===== config.mk =====
export PLATFORM = sky130hd
export DESIGN_NAME = data_mem_line_ctrl
export DESIGN_NICKNAME = d
export VERILOG_FILES = /design/src/rtl/data_mem_line_ctrl_pkg.sv /design/src/rtl/data_mem_line_ctrl.sv
export SDC_FILE = /design/constraint.sdc
export NUM_CORES = 1
export LEC_CHECK = 0
export ABC_AREA = 1
export CAP_MARGIN = 20
export CORE_AREA = 2 2 185 187
export DETAILED_ROUTE_END_ITERATION = 8
export DIE_AREA = 0 0 187 189
export PLACE_DENSITY = 0.87
export SETUP_SLACK_MARGIN = 0.05
export SKIP_LAST_GASP = 1
export SYNTH_ARGS = -nofsm -noshare
export SYNTH_HDL_FRONTEND = slang
export SYNTH_SLANG_ARGS = --single-unit

===== constraint.sdc =====
create_clock -name clk -period 4.45 [get_ports clk]
set_clock_uncertainty 0.05 [all_clocks]
set_input_delay 0.6675 -clock clk [delete_from_list [all_inputs] [get_ports clk]]
set_output_delay 0.6675 -clock clk [all_outputs]
set_load 0.05 [all_outputs]

===== src/rtl/data_mem_line_ctrl_pkg.sv =====
// ============================================================================
// data_mem_line_ctrl_pkg : shared line geometry, address map and state codes
// Revision: 1.0
// ============================================================================
`default_nettype none

package data_mem_line_ctrl_pkg;

    localparam int CACHE_WORD_BITS     = 32;
    localparam int CACHE_LINE_WORDS    = 4;
    localparam int CACHE_LINE_BITS     = CACHE_WORD_BITS * CACHE_LINE_WORDS;
    localparam int CACHE_LINE_OFF_BITS = $clog2(CACHE_LINE_WORDS) + 2;

    localparam int ADDR_BITS           = 14;
    localparam int MEM_ADDR_BITS       = 10;
    localparam logic [ADDR_BITS-1:0] MEM_BASE_DEFAULT = 14'h1000;
    localparam int DEPTH_WORDS_DEFAULT = 1024;

    typedef enum logic [2:0] {
        IDLE = 3'd0,
        WB   = 3'd1,
        RD   = 3'd2,
        LAST = 3'd3,
        RESP = 3'd4
    } state_e;

    // A one-word line still needs a one-bit beat register.
    function automatic int beat_width(input int words);
        return (words > 1) ? $clog2(words) : 1;
    endfunction

endpackage

`default_nettype wire


===== src/rtl/data_mem_line_ctrl.sv =====
// ============================================================================
// data_mem_line_ctrl : serialises a cache miss (optional write-back + refill)
// into word accesses on a 1-cycle-latency single-port RAM.
// Revision: 1.0
// ============================================================================
`default_nettype none

module data_mem_line_ctrl
    import data_mem_line_ctrl_pkg::*;
#(
    parameter int                   LINE_WORDS  = CACHE_LINE_WORDS,
    parameter int                   DEPTH_WORDS = DEPTH_WORDS_DEFAULT,
    parameter logic [ADDR_BITS-1:0] MEM_BASE    = MEM_BASE_DEFAULT
) (
    input  logic                             clk,
    input  logic                             rst_n,
    input  logic                             req_valid,
    output logic                             req_ready,
    input  logic                             req_evict,
    input  logic [ADDR_BITS-1:0]             evict_addr,
    input  logic [CACHE_WORD_BITS*LINE_WORDS-1:0] evict_data,
    input  logic [ADDR_BITS-1:0]             fill_addr,
    output logic                             fill_valid,
    output logic [CACHE_WORD_BITS*LINE_WORDS-1:0] fill_data,
    output logic                             fill_err,
    output logic                             busy,
    output logic [MEM_ADDR_BITS-1:0]         mem_addr,
    output logic                             mem_we,
    output logic [CACHE_WORD_BITS-1:0]       mem_wdata,
    input  logic [CACHE_WORD_BITS-1:0]       mem_rdata
);

    localparam int                LINE_BITS  = CACHE_WORD_BITS * LINE_WORDS;
    localparam int                BEAT_W     = beat_width(LINE_WORDS);
    localparam int                IDX_W      = ADDR_BITS - 2;
    localparam logic [BEAT_W-1:0] LAST_BEAT  = BEAT_W'(LINE_WORDS - 1);
    localparam logic [IDX_W-1:0]  ALIGN_MASK = ~IDX_W'(LINE_WORDS - 1);

    function automatic logic [IDX_W-1:0] line_index(input logic [ADDR_BITS-1:0] addr);
        return IDX_W'((addr - MEM_BASE) >> 2) & ALIGN_MASK;
    endfunction

    function automatic logic [MEM_ADDR_BITS-1:0] mem_index(input logic [ADDR_BITS-1:0] addr);
        return MEM_ADDR_BITS'(line_index(addr));
    endfunction

    function automatic logic in_range(input logic [ADDR_BITS-1:0] addr);
        logic [31:0] line_end;
        line_end = 32'(line_index(addr)) + 32'(LINE_WORDS);
        return (addr >= MEM_BASE) && (line_end <= 32'(DEPTH_WORDS));
    endfunction

    state_e                   state_q,     state_d;
    logic [BEAT_W-1:0]        beat_q,      beat_d;
    logic [LINE_BITS-1:0]     evict_q,     evict_d;
    logic [MEM_ADDR_BITS-1:0] eidx_q,      eidx_d;
    logic [MEM_ADDR_BITS-1:0] fidx_q,      fidx_d;
    logic                     fok_q,       fok_d;
    logic                     err_q,       err_d;
    logic [LINE_BITS-1:0]     buf_q,       buf_d;
    logic [LINE_BITS-1:0]     fill_data_q, fill_data_d;
    logic                     fill_err_q,  fill_err_d;

    logic                     w_beat_last;
    logic [BEAT_W-1:0]        w_prev_beat;
    logic                     w_evict_ok;
    logic                     w_fill_ok;

    assign w_beat_last = (beat_q == LAST_BEAT);
    assign w_prev_beat = beat_q - BEAT_W'(1);
    assign w_evict_ok  = in_range(evict_addr);
    assign w_fill_ok   = in_range(fill_addr);

    always_ff @(posedge clk or negedge rst_n) begin
        if (!rst_n) begin
            state_q     <= IDLE;
            beat_q      <= '0;
            evict_q     <= '0;
            eidx_q      <= '0;
            fidx_q      <= '0;
            fok_q       <= 1'b0;
            err_q       <= 1'b0;
            buf_q       <= '0;
            fill_data_q <= '0;
            fill_err_q  <= 1'b0;
        end else begin
            state_q     <= state_d;
            beat_q      <= beat_d;
            evict_q     <= evict_d;
            eidx_q      <= eidx_d;
            fidx_q      <= fidx_d;
            fok_q       <= fok_d;
            err_q       <= err_d;
            buf_q       <= buf_d;
            fill_data_q <= fill_data_d;
            fill_err_q  <= fill_err_d;
        end
    end

    always_comb begin
        state_d     = state_q;
        beat_d      = beat_q;
        evict_d     = evict_q;
        eidx_d      = eidx_q;
        fidx_d      = fidx_q;
        fok_d       = fok_q;
        err_d       = err_q;
        buf_d       = buf_q;
        fill_data_d = fill_data_q;
        fill_err_d  = fill_err_q;

        case (state_q)
            IDLE: begin
                if (req_valid) begin
                    evict_d = evict_data;
                    eidx_d  = mem_index(evict_addr);
                    fidx_d  = mem_index(fill_addr);
                    fok_d   = w_fill_ok;
                    err_d   = (req_evict && !w_evict_ok) || !w_fill_ok;
                    buf_d   = '0;
                    beat_d  = '0;
                    state_d = (req_evict && w_evict_ok) ? WB : RD;
                end
            end
            WB: begin
                if (w_beat_last) begin
                    beat_d  = '0;
                    state_d = RD;
                end else begin
                    beat_d  = beat_q + BEAT_W'(1);
                end
            end
            RD: begin
                // RAM data lags its address by one beat.
                if (fok_q && (beat_q != '0)) begin
                    buf_d[int'(w_prev_beat)*CACHE_WORD_BITS +: CACHE_WORD_BITS] = mem_rdata;
                end
                if (w_beat_last) begin
                    beat_d  = '0;
                    state_d = LAST;
                end else begin
                    beat_d  = beat_q + BEAT_W'(1);
                end
            end
            LAST: begin
                fill_data_d = buf_q;
                if (fok_q) begin
                    fill_data_d[(LINE_WORDS-1)*CACHE_WORD_BITS +: CACHE_WORD_BITS] = mem_rdata;
                end
                fill_err_d = err_q;
                state_d    = RESP;
            end
            RESP: begin
                state_d = IDLE;
            end
            default: begin
                state_d = IDLE;
            end
        endcase
    end

    // RAM strobes decode straight from state so reset kills a write at once.
    always_comb begin
        mem_we    = 1'b0;
        mem_addr  = '0;
        mem_wdata = '0;
        if (state_q == WB) begin
            mem_we    = 1'b1;
            mem_addr  = eidx_q + MEM_ADDR_BITS'(beat_q);
            mem_wdata = evict_q[int'(beat_q)*CACHE_WORD_BITS +: CACHE_WORD_BITS];
        end else if ((state_q == RD) && fok_q) begin
            mem_addr  = fidx_q + MEM_ADDR_BITS'(beat_q);
        end
    end

    assign req_ready  = (state_q == IDLE);
    assign busy       = (state_q != IDLE);
    assign fill_valid = (state_q == RESP);
    assign fill_data  = fill_data_q;
    assign fill_err   = fill_err_q;

endmodule

`default_nettype wire


==> metrics.txt <==
Reg2Reg Setup Slack=between 1 and 1.5 ns; H-tree depth=2; initial DRC count=1509; CTS tree=done; RR Startpoint=beat_q[0]; CP Data Required Time=3.73 ns; cell total after placement=2778; Row Count=67; post-place setup slack=1.34 ns; critical path arrival=2.90 ns; met2 WL=24900 um; buffer count from post-CTS setup fixing=0; antenna viol nets, final=0; antenna violations before repair=1; die area=0.0353 mm2; Metal-1 WL=a little under 20000 um; clk sinks=408; Syn Inst Count=2089; PwrDens=around 650 mW/mm2; total wire length=51600 um; delay-heaviest family, CP=simple AND/OR/NAND/NOR gates; largest net degree at the start of global routing=149; crit path cell chain=buf_4 > inv_2 > nor2_1 > nor2_1 > nor2_1 > buf_12; actual slew at the worst max-slew pin=1.09 ns; Placed Instance Area=between 0.02 and 0.025 mm2; Die Y=189 um; status=complete, no violations; Seq/Total Area, Yosys=56.4%; final setup margin=approximately 0.83 ns; Slew HR=27.3%; Hold Buf Count CTS=0; area grow syn2layout=30.8%; most common cell after layout, fill and taps aside=nand2_1; Critical Path Sink Type=output pin; HP Class=primary input to asynchronous set/reset pin; wire length per cell=approximately 18 um; Die W=about 190 um; Netlist cell types=29; Final Hold Violating Endpoints=0; reg2reg end=buf_q[36]; crit-path most repeated cell=nor2_1; Core Util, Final=71.2%; fillcell total=2276; via count=15800; Initial DRT Pass Iterations=5; global-route wire length before repair=82600 um; Slew Viols, Final=0; final worst path period need=3.62 ns; Synth Cell Area=0.0181 mm2; Mapped Nets=2292; slowest CP cell=nor2_1; gr ovfl total=0; post-synthesis simple-gate area fraction=21.9%; Initial Utilization=~54%; clock transition at the registers of the reported paths=0.06 ns; R2R cell count=9; Final Cell Area=0.0237 mm2; MaxCap Viol Count=0; GPL Wtd Cong=0.886; commonest non-fill, non-tap cells in the layout=nand2_1 (841), dfrtp_1 (407), clkdlybuf4s50_1 (315); Synth Area in XOR/XNOR=0%; DRC=0; maximum clock frequency=276 MHz; post_cts resized=0; CTS Root Cell=clkbuf_16; Vias per Instance=5.55; RSZ-0062 raised after global routing=no; Core ar.=0.0333 mm2; Final Instance Count excl. Fillers=2858; DR top layer=met4; crit path max fanout=35; adder-cell share of the synthesized area=0.760%; Clock Tree Buf Depth=3; Yosys Warn Count=0; Crit path largest cell delay=~0.66 ns; Nets=2578; Crit Path Category=flip-flop to output pin; post-synthesis mux area share=0%; number of global-route vias before repair=~16000; CP Buf/Inv Count=3; crit path launch type=flip-flop; Max VDD drop=0.000445 V; compound-cell area share of the yosys netlist=14.5%; WL met3=5070 um; IO Port Bufs=358; post-DP HPWL=approximately 33000 um; CTS Buf Count=42; Tcrit/Tclk final=between 80% and 90%; Pleak=between 10 and 15 nW; total negative slack=0 ns; Total Routing Usage GR=29.0%; synthesized flop and latch total=408; worst skew pair latency=0.54 ns; largest family of logic cells by synthesized area=simple AND/OR/NAND/NOR gates; Synth Area per Inst=8.67 um2; final setup fails=0; share of cells above drive strength 1=12.0%; Top Ports=367
[cells in the mapped netlist]
master,instances,area [um2]
nand2_1,842,3160
dfrtp_1,408,10200
o21ai_0,144,721
o21ai_2,128,1120
inv_1,104,390
a21oi_1,100,500
nand3_1,88,440
clkbuf_1,79,297
nor2_1,62,233
a31oi_1,32,200
buf_6,24,270
buf_2,18,90.1
buf_4,12,90.1
ha_1,11,138
inv_2,5,18.8
nand2_4,5,56.3
nand4_1,5,31.3
nor3_1,4,20.0
o21ai_1,4,20.0
buf_1,3,11.3
o22ai_1,2,12.5
or2_2,2,12.5
a21boi_0,1,7.51
a21o_1,1,7.51
clkinv_1,1,3.75
nand2_2,1,6.26
nor2_4,1,11.3
o21bai_1,1,7.51
o31ai_4,1,21.3
[logic make-up (layout without fill, tap and decap cells)]
group                    Yosys count  count (layout)
AO/OA/AOI/OAI                    414             414
adder cells (fa/ha/maj)           11              11
buffers and inverters            246             566
flip-flops                       408             408
other                              0               1
AND/OR/NAND/NOR                 1010            1010
[sequential cells by signal, indices dropped and copies added (netlist names)]
| register | cells |
|---|---|
| fill_data | 128 |
| buf_q | 128 |
| beat_q | 2 |
| eidx_q | 8 |
| evict_q | 128 |
| err_q | 1 |
| state_q | 3 |
| fok_q | 1 |
| fidx_q | 8 |
| fill_err | 1 |
[worst max-delay path by stage]
stage                     startpoint  cells past startpoint  slack, ns            end
after floorplan            beat_q[0]                      5       1.62  mem_wdata[25]
after global placement     beat_q[0]                      9       1.39      buf_q[47]
after detailed placement   beat_q[0]                      9       1.34      buf_q[36]
after CTS                      fok_q                      6       0.79    mem_addr[0]
after global routing           fok_q                      6       0.62    mem_addr[0]
final                          fok_q                      6       0.83    mem_addr[0]
[metal layers]
metal / global-route usage, % / vias up
li1: - / 7249
met4: 12.4 / 0
met1: 36.8 / 7600
met5: 0 / -
met3: 6.58 / 140
met2: 48.4 / 860
[metrics by stage]
| step | hold slack (ns) | power (mW) |
|---|---|---|
| floorplan | 0.322 | 9.52 |
| global placement | 0.402 | 11.4 |
| detailed placement | 0.402 | 11.6 |
| CTS | 0.210 | 15.4 |
| global route | 0.260 | 16.2 |
| finish | 0.154 | 15.4 |
[power breakdown]
part	internal [mW]	leakage, nW	switching, mW	total [mW]
registers	4.69	5.38	0.486	5.17
logic	1.92	4.85	4.53	6.45
clock network	2.28	0.752	1.48	3.76
[final cells by class]
type	instances	area [um2]	area share, %
Sequential cell	408	10200	43.1
Multi-Input combinational cell	1435	6760	28.5
Timing Repair Buffer	378	4230	17.9
Clock buffer	61	1270	5.37
Tap cell	448	561	2.37
Inverter	110	420	1.77
Clock inverter	17	233	0.982
Antenna cell	1	2.50	0.0106
No activity file was read; power rests on OpenSTA's default activity.
